`src/rtl/cam_pkg.sv`:
```
// cam_pkg: state encodings, fault codes and helpers shared by the camera power monitor.
package cam_pkg;
    localparam logic [1:0] ST_OFF        = 2'd0;
    localparam logic [1:0] ST_WAIT_PGOOD = 2'd1;
    localparam logic [1:0] ST_POWERED    = 2'd2;
    localparam logic [1:0] ST_FAULT      = 2'd3;

    typedef enum logic [1:0] {
        OFF        = ST_OFF,
        WAIT_PGOOD = ST_WAIT_PGOOD,
        POWERED    = ST_POWERED,
        FAULT      = ST_FAULT
    } state_e;

    localparam logic [1:0] FC_NONE     = 2'b00;
    localparam logic [1:0] FC_TIMEOUT  = 2'b01;
    localparam logic [1:0] FC_BROWNOUT = 2'b10;
    localparam logic [1:0] FC_REGFAULT = 2'b11;

    function automatic logic [7:0] sat_inc(input logic [7:0] v);
        return (v == 8'hff) ? v : v + 8'd1;
    endfunction
endpackage

```
`src/rtl/cam_power_monitor_if.sv`:
```
// cam_power_monitor_if: host-side status bus of the camera power monitor.
//   status_clr       host -> monitor  one-cycle clear pulse
//   cam_ok           monitor -> host  camera powered and out of reset
//   cam_fault        monitor -> host  fault latched
//   cam_kill         monitor -> host  request to drop camera control
//   fault_code       monitor -> host  latched fault cause
//   pwr_cycle_count  monitor -> host  saturating power-up attempt count
interface cam_power_monitor_if;
    logic       status_clr;
    logic       cam_ok;
    logic       cam_fault;
    logic       cam_kill;
    logic [1:0] fault_code;
    logic [7:0] pwr_cycle_count;

    modport master (
        output status_clr,
        input  cam_ok, cam_fault, cam_kill, fault_code, pwr_cycle_count
    );

    modport slave (
        input  status_clr,
        output cam_ok, cam_fault, cam_kill, fault_code, pwr_cycle_count
    );
endinterface

```
`src/rtl/cam_input_debouncer.sv`:
```
// cam_input_debouncer: 2-flop synchronizer followed by a consecutive-cycle debouncer.
//   sclk_i    in   slow clock
//   reset_i   in   asynchronous active-high reset
//   async_i   in   raw board line
//   stable_o  out  debounced value, resets to 0
module cam_input_debouncer #(
    parameter logic [15:0] DEBOUNCE_CYCLES = 16'd128
) (
    input  logic sclk_i,
    input  logic reset_i,
    input  logic async_i,
    output logic stable_o
);
    logic [1:0]  sync_q, sync_d;
    logic        stable_q, stable_d;
    logic [15:0] cnt_q, cnt_d;

    always_ff @(posedge sclk_i or posedge reset_i) begin
        if (reset_i) begin
            sync_q   <= '0;
            stable_q <= 1'b0;
            cnt_q    <= '0;
        end else begin
            sync_q   <= sync_d;
            stable_q <= stable_d;
            cnt_q    <= cnt_d;
        end
    end

    // cnt_q holds how many earlier consecutive cycles the synchronized value
    // already disagreed; any agreeing cycle restarts it from zero.
    always_comb begin
        sync_d   = {sync_q[0], async_i};
        stable_d = stable_q;
        cnt_d    = '0;
        if (sync_q[1] != stable_q) begin
            if (cnt_q == DEBOUNCE_CYCLES - 16'd1)
                stable_d = sync_q[1];
            else
                cnt_d = cnt_q + 16'd1;
        end
    end

    assign stable_o = stable_q;
endmodule

```
`src/rtl/cam_power_monitor.sv`:
```
// cam_power_monitor: checks camera board power-good/fault against the sequencer drive and reports health.
//   sclk_i         in   slow oscillator clock
//   reset_i        in   asynchronous active-high reset
//   cam_pwr_en_i   in   sequencer power-enable drive
//   cam_reset_i    in   sequencer camera-reset drive, 1 = out of reset
//   cam_pgood_i    in   board power-good, asynchronous
//   cam_fault_n_i  in   board regulator fault, active-low, asynchronous
//   host           slave modport of the host status bus
module cam_power_monitor
    import cam_pkg::*;
#(
    parameter logic [15:0] DEBOUNCE_CYCLES = 16'd128,
    parameter logic [15:0] PGOOD_TIMEOUT   = 16'd2560
) (
    input  logic sclk_i,
    input  logic reset_i,
    input  logic cam_pwr_en_i,
    input  logic cam_reset_i,
    input  logic cam_pgood_i,
    input  logic cam_fault_n_i,
    cam_power_monitor_if.slave host
);
    state_e      state_q, state_d;
    logic [15:0] timer_q, timer_d;
    logic [1:0]  code_q, code_d;
    logic [7:0]  count_q, count_d;
    logic        ok_q, ok_d;
    logic        fault_q, fault_d;
    logic        pgood_db, fault_db, inc;

    cam_input_debouncer #(.DEBOUNCE_CYCLES(DEBOUNCE_CYCLES)) u_pgood_db (
        .sclk_i  (sclk_i),
        .reset_i (reset_i),
        .async_i (cam_pgood_i),
        .stable_o(pgood_db)
    );

    cam_input_debouncer #(.DEBOUNCE_CYCLES(DEBOUNCE_CYCLES)) u_fault_db (
        .sclk_i  (sclk_i),
        .reset_i (reset_i),
        .async_i (~cam_fault_n_i),
        .stable_o(fault_db)
    );

    always_ff @(posedge sclk_i or posedge reset_i) begin
        if (reset_i) begin
            state_q <= OFF;
            timer_q <= '0;
            code_q  <= FC_NONE;
            count_q <= '0;
            ok_q    <= 1'b0;
            fault_q <= 1'b0;
        end else begin
            state_q <= state_d;
            timer_q <= timer_d;
            code_q  <= code_d;
            count_q <= count_d;
            ok_q    <= ok_d;
            fault_q <= fault_d;
        end
    end

    always_comb begin
        state_d = state_q;
        timer_d = timer_q;
        code_d  = code_q;
        inc     = 1'b0;
        case (state_q)
            OFF: begin
                if (cam_pwr_en_i) begin
                    state_d = WAIT_PGOOD;
                    timer_d = PGOOD_TIMEOUT;
                    inc     = 1'b1;
                end
            end
            WAIT_PGOOD: begin
                // pgood is checked before the expired timer so a power-good
                // accepted on the last allowed cycle still counts as success.
                if (fault_db) begin
                    state_d = FAULT;
                    code_d  = FC_REGFAULT;
                end else if (!cam_pwr_en_i) begin
                    state_d = OFF;
                end else if (pgood_db) begin
                    state_d = POWERED;
                end else if (timer_q == 16'd0) begin
                    state_d = FAULT;
                    code_d  = FC_TIMEOUT;
                end else begin
                    timer_d = timer_q - 16'd1;
                end
            end
            POWERED: begin
                if (fault_db) begin
                    state_d = FAULT;
                    code_d  = FC_REGFAULT;
                end else if (!cam_pwr_en_i) begin
                    state_d = OFF;
                end else if (!pgood_db) begin
                    state_d = FAULT;
                    code_d  = FC_BROWNOUT;
                end
            end
            FAULT: begin
                if (host.status_clr && !cam_pwr_en_i) begin
                    state_d = OFF;
                    code_d  = FC_NONE;
                end
            end
            default: state_d = OFF;
        endcase
        // A clear landing on a power-up attempt leaves that attempt counted.
        count_d = host.status_clr ? {7'd0, inc} : (inc ? sat_inc(count_q) : count_q);
        ok_d    = (state_d == POWERED) && cam_reset_i;
        fault_d = (state_d == FAULT);
    end

    assign host.cam_ok          = ok_q;
    assign host.cam_fault       = fault_q;
    assign host.cam_kill        = fault_q;
    assign host.fault_code      = code_q;
    assign host.pwr_cycle_count = count_q;
endmodule

```
`src/flat_wrapper.sv`:
```
// flat-port wrapper written by rule: the top's interface ports become plain ports
module cam_power_monitor_flat import cam_pkg::*;
#(
    parameter logic [15:0] DEBOUNCE_CYCLES = 16'd128,
    parameter logic [15:0] PGOOD_TIMEOUT   = 16'd2560
)
  (sclk_i, reset_i, cam_pwr_en_i, cam_reset_i, cam_pgood_i, cam_fault_n_i, host_status_clr, host_cam_ok, host_cam_fault, host_cam_kill, host_fault_code, host_pwr_cycle_count);
  cam_power_monitor_if host_i ();
  input  logic sclk_i;
  input  logic reset_i;
  input  logic cam_pwr_en_i;
  input  logic cam_reset_i;
  input  logic cam_pgood_i;
  input  logic cam_fault_n_i;
  input wire logic [$bits(host_i.status_clr)-1:0] host_status_clr;
  output wire logic [$bits(host_i.cam_ok)-1:0] host_cam_ok;
  output wire logic [$bits(host_i.cam_fault)-1:0] host_cam_fault;
  output wire logic [$bits(host_i.cam_kill)-1:0] host_cam_kill;
  output wire logic [$bits(host_i.fault_code)-1:0] host_fault_code;
  output wire logic [$bits(host_i.pwr_cycle_count)-1:0] host_pwr_cycle_count;
  assign host_i.status_clr = host_status_clr;
  assign host_cam_ok = host_i.cam_ok;
  assign host_cam_fault = host_i.cam_fault;
  assign host_cam_kill = host_i.cam_kill;
  assign host_fault_code = host_i.fault_code;
  assign host_pwr_cycle_count = host_i.pwr_cycle_count;
  cam_power_monitor #(.DEBOUNCE_CYCLES(DEBOUNCE_CYCLES), .PGOOD_TIMEOUT(PGOOD_TIMEOUT)) u_core (.sclk_i(sclk_i), .reset_i(reset_i), .cam_pwr_en_i(cam_pwr_en_i), .cam_reset_i(cam_reset_i), .cam_pgood_i(cam_pgood_i), .cam_fault_n_i(cam_fault_n_i), .host(host_i));
endmodule
```
`config.mk`:
```
export PLATFORM = sky130hd
export DESIGN_NAME = cam_power_monitor_flat
export DESIGN_NICKNAME = d
export VERILOG_FILES = /design/src/rtl/cam_pkg.sv /design/src/rtl/cam_power_monitor_if.sv /design/src/rtl/cam_input_debouncer.sv /design/src/rtl/cam_power_monitor.sv /design/src/flat_wrapper.sv
export SDC_FILE = /design/constraint.sdc
export NUM_CORES = 1
export LEC_CHECK = 0
export BUFFER_PORTS_ARGS = -buffer_cell sky130_fd_sc_hd__buf_2
export CAP_MARGIN = 30
export CORE_ASPECT_RATIO = 1.5
export CORE_UTILIZATION = 35
export CTS_BUF_LIST = sky130_fd_sc_hd__clkbuf_4 sky130_fd_sc_hd__clkbuf_8
export DETAILED_ROUTE_END_ITERATION = 10
export SLEW_MARGIN = 20
export SYNTH_ARGS = -nofsm -noshare
export SYNTH_HDL_FRONTEND = slang
export SYNTH_HIERARCHICAL = 1
export SYNTH_SLANG_ARGS = --single-unit
```
`constraint.sdc`:
```
create_clock -name sclk_i -period 2.35 [get_ports sclk_i]
set_input_delay 0.1175 -clock sclk_i [delete_from_list [all_inputs] [get_ports sclk_i]]
set_output_delay 0.1175 -clock sclk_i [all_outputs]
set_load 0.05 [all_outputs]
```
After elaboration in Yosys (flattened, before gate mapping)
Cells that the tools add are included.
Widths: inputs -> output; s select.

cells by class
  add/sub/neg operators = 4
  equality and inequality tests = 22
  multiplexer cells = 34
  bitwise operators = 1
  reduce and logical (&&, ||, !) cells = 13

operators by type and width
  operator               number
  $mux 16                9
  $mux 2                 17
  $add 16x1->16 const B  2
  $eq 16x7->1 const B    2
  $pmux 16 s2            1
  $mux 8                 3
  $logic_not 16->1       1
  $sub 16x1->16 const B  1
  $ne 2x2->1 const B     6
  $ne 3x3->1 const B     4
  $add 8x1->8 const B    1
  $eq 2x2->1 const B     4
  $eq 8x8->1 const B     1
  $pmux 2 s4             1
  $reduce_and 7->1       1
  $pmux 2 s3             1
  $reduce_and 2->1       3
  $reduce_and 6->1       1
  $reduce_bool 2->1      2
  $ne 3x2->1 const B     1
  $reduce_bool 3->1      1
  $eq 2x1->1 const B     1
  $logic_and 1x1->1      2
  $logic_not 2->1        1
  5 further kinds        7

word-level totals
  register bits after elaboration = 68
  output and inout bits = 13
  logic and storage cells = 86

Logic depth before layout (Yosys ltp)
Gate-level depths: netlist of run 1.

  depth in word-level cells = 8
  gate-level depth with buffers = 7
  mapped depth without buffers = 6

Modules after synthesis
Netlist of run 1, hierarchy kept.

by module, submodules not included
  module               instances  cells each  area each (µm²)  sequential area each (µm²)
  cam_power_monitor    1          215         1954.4           750.7
  cam_input_debouncer  2          88          900.9            475.5

Worst setup path before layout of run 1
OpenSTA, ideal clock, no wires.

  path type = reg2reg
  from = register u_core.timer_q[11]
  to = register u_core.timer_q[8]
  arrival = 1.740 ns
  data required time = 2.216 ns
  setup slack = 0.476 ns
  stages on the path, launching flop included = 6
  path buffers = 1
  period minus slack after synthesis = 1.874 ns
  path through = dfrtp_1 or4_1 buf_2 or4_1 nand4b_1 a21oi_1

on the way
  word-level cells in the longest chain between the ends = 3

RTL lines
  item                        line                     RTL
  from (decl)                 cam_power_monitor.sv:24  logic [15:0] timer_q, timer_d;
  from (signal assigned)      cam_power_monitor.sv:55  timer_q <= timer_d;
  $logic_not 16->1            cam_power_monitor.sv:86  end else if (timer_q == 16'd0) begin
  $ne 2x2->1 (no line)        -
  $reduce_and 6->1 (no line)  -

No other way between the ends.
A chain may end at the register's enable or synchronous reset.

Final worst setup path of run 1
  from = register u_core.timer_q[1]
  to = register u_core.code_q[1], in the netlist u_core/host.fault_code[1]

on the way
  word-level cells in the longest chain between the ends = 3

RTL lines
  item                        line                     RTL
  $logic_not 16->1            cam_power_monitor.sv:86
  $ne 3x2->1 (no line)        -
  $reduce_and 7->1 (no line)  -
  to (signal assigned)        cam_power_monitor.sv:56  code_q <= code_d;
  to (decl)                   cam_power_monitor.sv:25  logic [1:0] code_q, code_d;

No other way between the ends.

==> results.cfg, run 1 <==
[floorplanning]
ios = 20
die_w_um = 86.59
fp.dieH_um = 128.9
placeableCoreArea_um2 = 10530
die-area_um2 = 11160
num_rows = 46
initial_core_util_pct = 35.66

[place]
dp_slack_ns = 0.3486
port_buffers = 19
hpwl_um = 5688
place_congestion = 0.8546

[clocking]
post_cts_buffers = 0
cts_tree = done
cts_htree_levels = 3
insertion_delay_ns = 0.35
clockRootBuffer = clkbuf_8
post_cts_resized = 0
clkTransAtPathRegs_ns = 0.08
numCtsBuffers = 9
cts-hold-fix-buffers = 4
clock_path_buffers = 2
cts.sinks = 68

[synth]
netlist_area_um2 = 3756
synth-simple-area-share_pct = 26.88
syn_area_per_cell_um2 = 9.606
synth_compound_gate_area_share_pct = 11.03
yosys_warnings = 6
synth-edff-count = 0
synth.area.mux_share_pct = 3.531
synth_cell_types = 66
synth_top_family_by_area = simple AND/OR/NAND/NOR gates
synth_xor_xnor_area_share_pct = 7.695
synth.net_count = 402
ys_seq_area_share_pct = 45.30
ys_seq_elements = 68
synth_ff_type = dfrtp_1
async_reset_ff_share_pct = 100.0
synth-adder-area-share_pct = 1.332
synthCells = 391

[detailed_routing]
ant_nets = 0
drt-total-wl_um = 7882
vias = 2988
drtIter0Drc = 205
drt-pass1-iter-count = 4
wire_per_inst_um = 13.98
avgViaCountPerCell = 5.298
drc = 0

[setup_path]
critPathArrivalTime_ns = 2.26
cp-endpoint = u_core/host.fault_code[1]$_DFFE_PP0P_
rr_worst_depth = 6
critPathMaxFanout = 9
worst_ep_required_time_ns = 2.57
worstSetupStartpointType = flip-flop
worst-setup-path-type = flip-flop to flip-flop
worstReg2RegEnd = u_core/host.fault_code[1]$_DFFE_PP0P_
worstSetupStartpoint = u_core/timer_q[1]$_DFFE_PP0P_
end_kind = flip-flop
r2r_slack_ns = 0.31
r2r_start = u_core/timer_q[1]$_DFFE_PP0P_

[global_routing]
grt_use_total_pct = 15.72
antenna_found_initial = 0
grt-ovfl-total = 0
grt_max_degree = 31
grt_first_pass_wirelength_um = 13830
grt_pass1_vias = 3022

[timing]
worst_slew_pin_slew_ns = 0.7347
rsz0062_at_grt = no
fmax_mhz = 490.1
timing.final.crit_share_pct = 86.83
worst_slack_ns = 0.3095
final.min_clock_period_ns = 2.041
slew_headroom_pct = 50.97
hold_violations = 0
setup_violations = 0
skew_ns = 0.01043
drv_slew = 0
holdWs_ns = 0.05516
tns_ns = 0

[layout]
layout-drive-gt1-share_pct = 13.81
final_cell_mix = dfrtp_1, nor2_1, xnor2_1, nand2_1, inv_1
synthToLayoutAreaGrowth_pct = 13.12
fillCellCount = 1036
multi_input_area_um2 = 1896
regArea_um2 = 1702
final_nets = 426
num_antenna_cells = 0
final_common_cell = dfrtp_1

[pwr]
irDropWorstVdd_mv = 0.3348
leakage_nw = 1.776
power_density_nw_per_um2 = 705.6

[status]
status = completed

[worst_hold_path]
min_path_type = primary input to flip-flop

[run]
drv_cap = 0
==> report_power, final <==
part	total (mW)	leakage (nW)	switching [mW]	internal (mW)
clock network	1.07	0.116	0.439	0.633
registers	1.40	0.909	0.137	1.26
logic	0.530	0.750	0.304	0.227
==> worst min path at each step <==
stage	startpoint	end	slack, ns	cells after the start
after floorplan	reset_i	u_core/u_fault_db/cnt_q[0]$_DFF_PP0_	0.07	1
after global placement	cam_pgood_i	u_core/u_pgood_db/sync_q[0]$_DFF_PP0_	0.23	1
after detailed placement	cam_pgood_i	u_core/u_pgood_db/sync_q[0]$_DFF_PP0_	0.23	1
after CTS	host_status_clr	u_core/host.pwr_cycle_count[2]$_DFFE_PP0P_	0.04	2
after global routing	host_status_clr	u_core/host.pwr_cycle_count[2]$_DFFE_PP0P_	0.05	2
final	host_status_clr	u_core/host.pwr_cycle_count[2]$_DFFE_PP0P_	0.06	2
==> cell families after synthesis <==
family,after synthesis
simple gates,180
compound gates,57
xor+xnor,33
flops,68
buf+inv,36
mux,13
fa+ha+maj,4
==> stage by stage <==
step	area, µm²	power (mW)	instances	utilization, %
global placement	3989	1.930	544	37.87
floorplan	3756	1.804	391	-
global route	4249	3.159	564	40.34
finish	4249	2.998	564	40.34
CTS	4249	3.038	564	40.34
detailed placement	3989	1.944	544	37.87
==> registers in the layout (all words and copies together), names as in the netlist <==
| signal | cells |
|---|---|
| u_core/timer_q | 16 |
| u_core/u_pgood_db/stable_o | 1 |
| u_core/u_fault_db/stable_o | 1 |
| u_core/host.cam_fault | 1 |
| u_core/u_fault_db/sync_q | 2 |
| u_core/u_pgood_db/cnt_q | 16 |
| u_core/u_pgood_db/sync_q | 2 |
| u_core/state_q | 2 |
| u_core/u_fault_db/cnt_q | 16 |
| u_core/host.pwr_cycle_count | 8 |
| u_core/host.cam_ok | 1 |
| u_core/host.fault_code | 2 |
==> final cells by class <==
class	count	share of cell area [%]
multi-input combinational	287	44.61
sequential	68	40.05
tap	144	4.240
timing repair buffer	28	4.064
clock buffer	11	3.416
inverter	21	1.855
clock inverter	5	1.767
==> synthesized netlist by cell type (2+ instances only) <==
master	n	share of area, %
nor2_1	49	4.9
nor2b_1	2	0.33
nand3_1	17	2.3
nand4_1	12	2.0
clkbuf_1	8	0.80
nor3b_1	3	0.60
o211a_1	2	0.53
xnor2_1	24	5.6
or4_1	4	0.80
dfrtp_1	68	45
inv_1	21	2.1
o211ai_1	3	0.60
or2_2	7	1.2
nor4_1	18	3.0
or3_1	5	0.83
and3b_1	2	0.47
a31oi_1	2	0.33
and2_1	3	0.50
mux2_2	2	0.60
xor2_1	9	2.1
nand2_1	24	2.4
buf_2	2	0.27
nand2b_1	2	0.33
ha_1	4	1.3
and3_1	2	0.33
nor3_1	12	1.6
o21ai_2	2	0.47
clkbuf_2	2	0.27
and4_1	4	0.93
nand4_4	2	1.1
a21oi_1	7	0.93
a211oi_1	5	1.0
o41ai_1	2	0.47
o2111ai_1	3	0.70
buf_6	2	0.60
o21ai_1	4	0.53
o21ai_0	12	1.6
mux2i_1	11	2.9
==> worst max-delay path, cell delays in order (launching register included) <==
cell,delay (ns)
dfrtp_1,0.40
inv_1,0.09
ha_1,0.29
nor3b_1,0.28
and4_1,0.51
o211a_1,0.22
o221ai_1,0.12
==> routing by layer <==
| metal | up-vias | wire length (µm) | share of wire [%] | GRT usage, % |
|---|---|---|---|---|
| met1 | 1455 | 3275 | 42 | 17.54 |
| met4 | 0 | 144 | 1.8 | 7.353 |
| met2 | 64 | 4148 | 53 | 27.54 |
| met5 | - | 0 | 0 | 0 |
| met3 | 13 | 314 | 4.0 | 4.298 |
| li1 | 1456 | - | - | - |
(Power assumes the default switching activity.)
==> run 2, diff against run 1 <==
Settings changed: RECOVER_POWER set to 25.
==> run 2 against run 1 <==
  * Worst hold slack better by 0.0061 ns
  * Routed wire length about the same
  * Critical path depth unchanged
  * Non-clock buffer count unchanged
  * Core utilization about the same
  * Combinational power about the same
  * Highest routed layer unchanged
  * Cell area about the same
  * Maximum frequency down 0.81%
  * Critical path type unchanged
==> results.cfg, run 2 (same netlist as run 1, synthesis figures left out) <==
[layout]
final_common_cell = dfrtp_1
layout-drive-gt1-share_pct = 13.57
final_nets = 426
postLayoutCoreUtil_pct = 40.31
fillCellCount = 1038
synthToLayoutAreaGrowth_pct = 13.02
top_regs = u_core/timer_q (16), u_core/u_fault_db/cnt_q (16), u_core/u_pgood_db/cnt_q (16)
final_cell_mix = dfrtp_1, nor2_1, xnor2_1, nand2_1, inv_1
num_antenna_cells = 0

[clocking]
clock_path_buffers = 2
numCtsBuffers = 9
cts_tree = done
clkTransAtPathRegs_ns = 0.08
insertion_delay_ns = 0.35
cts_htree_levels = 3
clockRootBuffer = clkbuf_8
cts.sinks = 68
post_cts_buffers = 0

[detailed_routing]
vias = 2994
dr_wl_met2_um = 4212
ant_nets = 0
drc = 0
drtIter0Drc = 206
avgViaCountPerCell = 5.309
met3WireLength_um = 338
wirelength_met1_um = 3247
wire_per_inst_um = 13.98
top_layer = met4
drt-total-wl_um = 7885
drt-pass1-iter-count = 5

[timing]
timing.final.crit_share_pct = 87.54
worst_slew_pin_slew_ns = 0.8119
final.min_clock_period_ns = 2.057
skew_ns = 0.01038
setup_violations = 0
holdWs_ns = 0.06121
tns_ns = 0
fmax_mhz = 486.1
hold_violations = 0
slew_headroom_pct = 45.87
rsz0062_at_grt = no
drv_slew = 0

[setup_path]
worst_ep_required_time_ns = 2.56
worstSetupStartpoint = u_core/timer_q[1]$_DFFE_PP0P_
critPathMaxFanout = 9
worst-setup-path-type = flip-flop to flip-flop
end_kind = flip-flop
r2r_start = u_core/timer_q[1]$_DFFE_PP0P_
worstSetupStartpointType = flip-flop
critPathArrivalTime_ns = 2.27

[global_routing]
antenna_found_initial = 0
grt-ovfl-total = 0
grt_pass1_vias = 3022
grt_max_degree = 31
grt_use_total_pct = 15.72
grt_first_pass_wirelength_um = 13830

[place]
hpwl_um = 5688
port_buffers = 19
place_congestion = 0.8546

[pwr]
power_density_nw_per_um2 = 705.0
leakage_nw = 1.772
irDropWorstVdd_mv = 0.3348

[floorplanning]
die_w_um = 86.59
num_rows = 46
fp.dieH_um = 128.9
die-area_um2 = 11160
initial_core_util_pct = 35.66
placeableCoreArea_um2 = 10530
ios = 20

[worst_hold_path]
hold_path_startpoint = host_status_clr
min_path_type = primary input to flip-flop

[run]
drv_cap = 0

[status]
status = completed
==> run 2: area by class of cell <==
cell class / count / area (µm²) / share of cell area [%]
multi-input combinational: 287 / 1896 / 44.65
sequential: 68 / 1702 / 40.08
tap: 144 / 180.2 / 4.244
timing repair buffer: 28 / 168.9 / 3.979
clock buffer: 11 / 145.1 / 3.419
inverter: 21 / 78.83 / 1.857
clock inverter: 5 / 75.07 / 1.768
==> run 2: through the flow <==
stage	instance area (µm²)	cells	setup slack [ns]	power (mW)
after detailed placement	3989	544	0.3486	1.944
after floorplan	3756	391	0.4757	1.804
final	4245	564	0.2928	2.993
after global routing	4245	564	0.1672	3.158
after global placement	3989	544	0.4077	1.930
after CTS	4249	564	0.3294	3.038
==> run 2: worst paths after layout <==
path                                                               to  slack, ns  cells past startpoint
max                             u_core/host.fault_code[1]$_DFFE_PP0P_       0.29                      6
min reg2reg                     u_core/u_pgood_db/sync_q[1]$_DFF_PP0_       0.35                      0
max reg2reg                     u_core/host.fault_code[1]$_DFFE_PP0P_       0.29                      6
min in group asynchronous        u_core/u_pgood_db/cnt_q[7]$_DFF_PP0_       0.44                      3
min                        u_core/host.pwr_cycle_count[2]$_DFFE_PP0P_       0.06                      2
max in group asynchronous  u_core/host.pwr_cycle_count[3]$_DFFE_PP0P_       1.26                      4
==> run 2: power by group <==
part           total, mW  leakage (nW)  internal, mW  switching (mW)
Combinational      0.530         0.747         0.226           0.304
Clock               1.07         0.116         0.633           0.434
Sequential          1.40         0.909          1.26           0.136
Total               2.99          1.77          2.12           0.875
==> run 2: worst max-delay path: stages (launching register included) <==
cell	delay, ns
dfrtp_1	0.40
inv_1	0.09
ha_1	0.29
nor3b_1	0.29
and4_1	0.51
o211a_1	0.22
o221ai_1	0.12
==> run 2: what timing repair did <==
| item | 4_1_cts | 5_1_grt |
|---|---|---|
| gates resized for setup | 0 | 0 |
| hold buffers | 4 | 0 |
| endpoints found under the hold margin | 71 | 0 |
==> run 2: per-layer routing <==
| layer | GRT usage [%] | vias up |
|---|---|---|
| met5 | 0 | - |
| met4 | 7.353 | 0 |
| met3 | 4.298 | 7 |
| met2 | 27.54 | 68 |
| met1 | 17.54 | 1463 |
| li1 | - | 1456 |
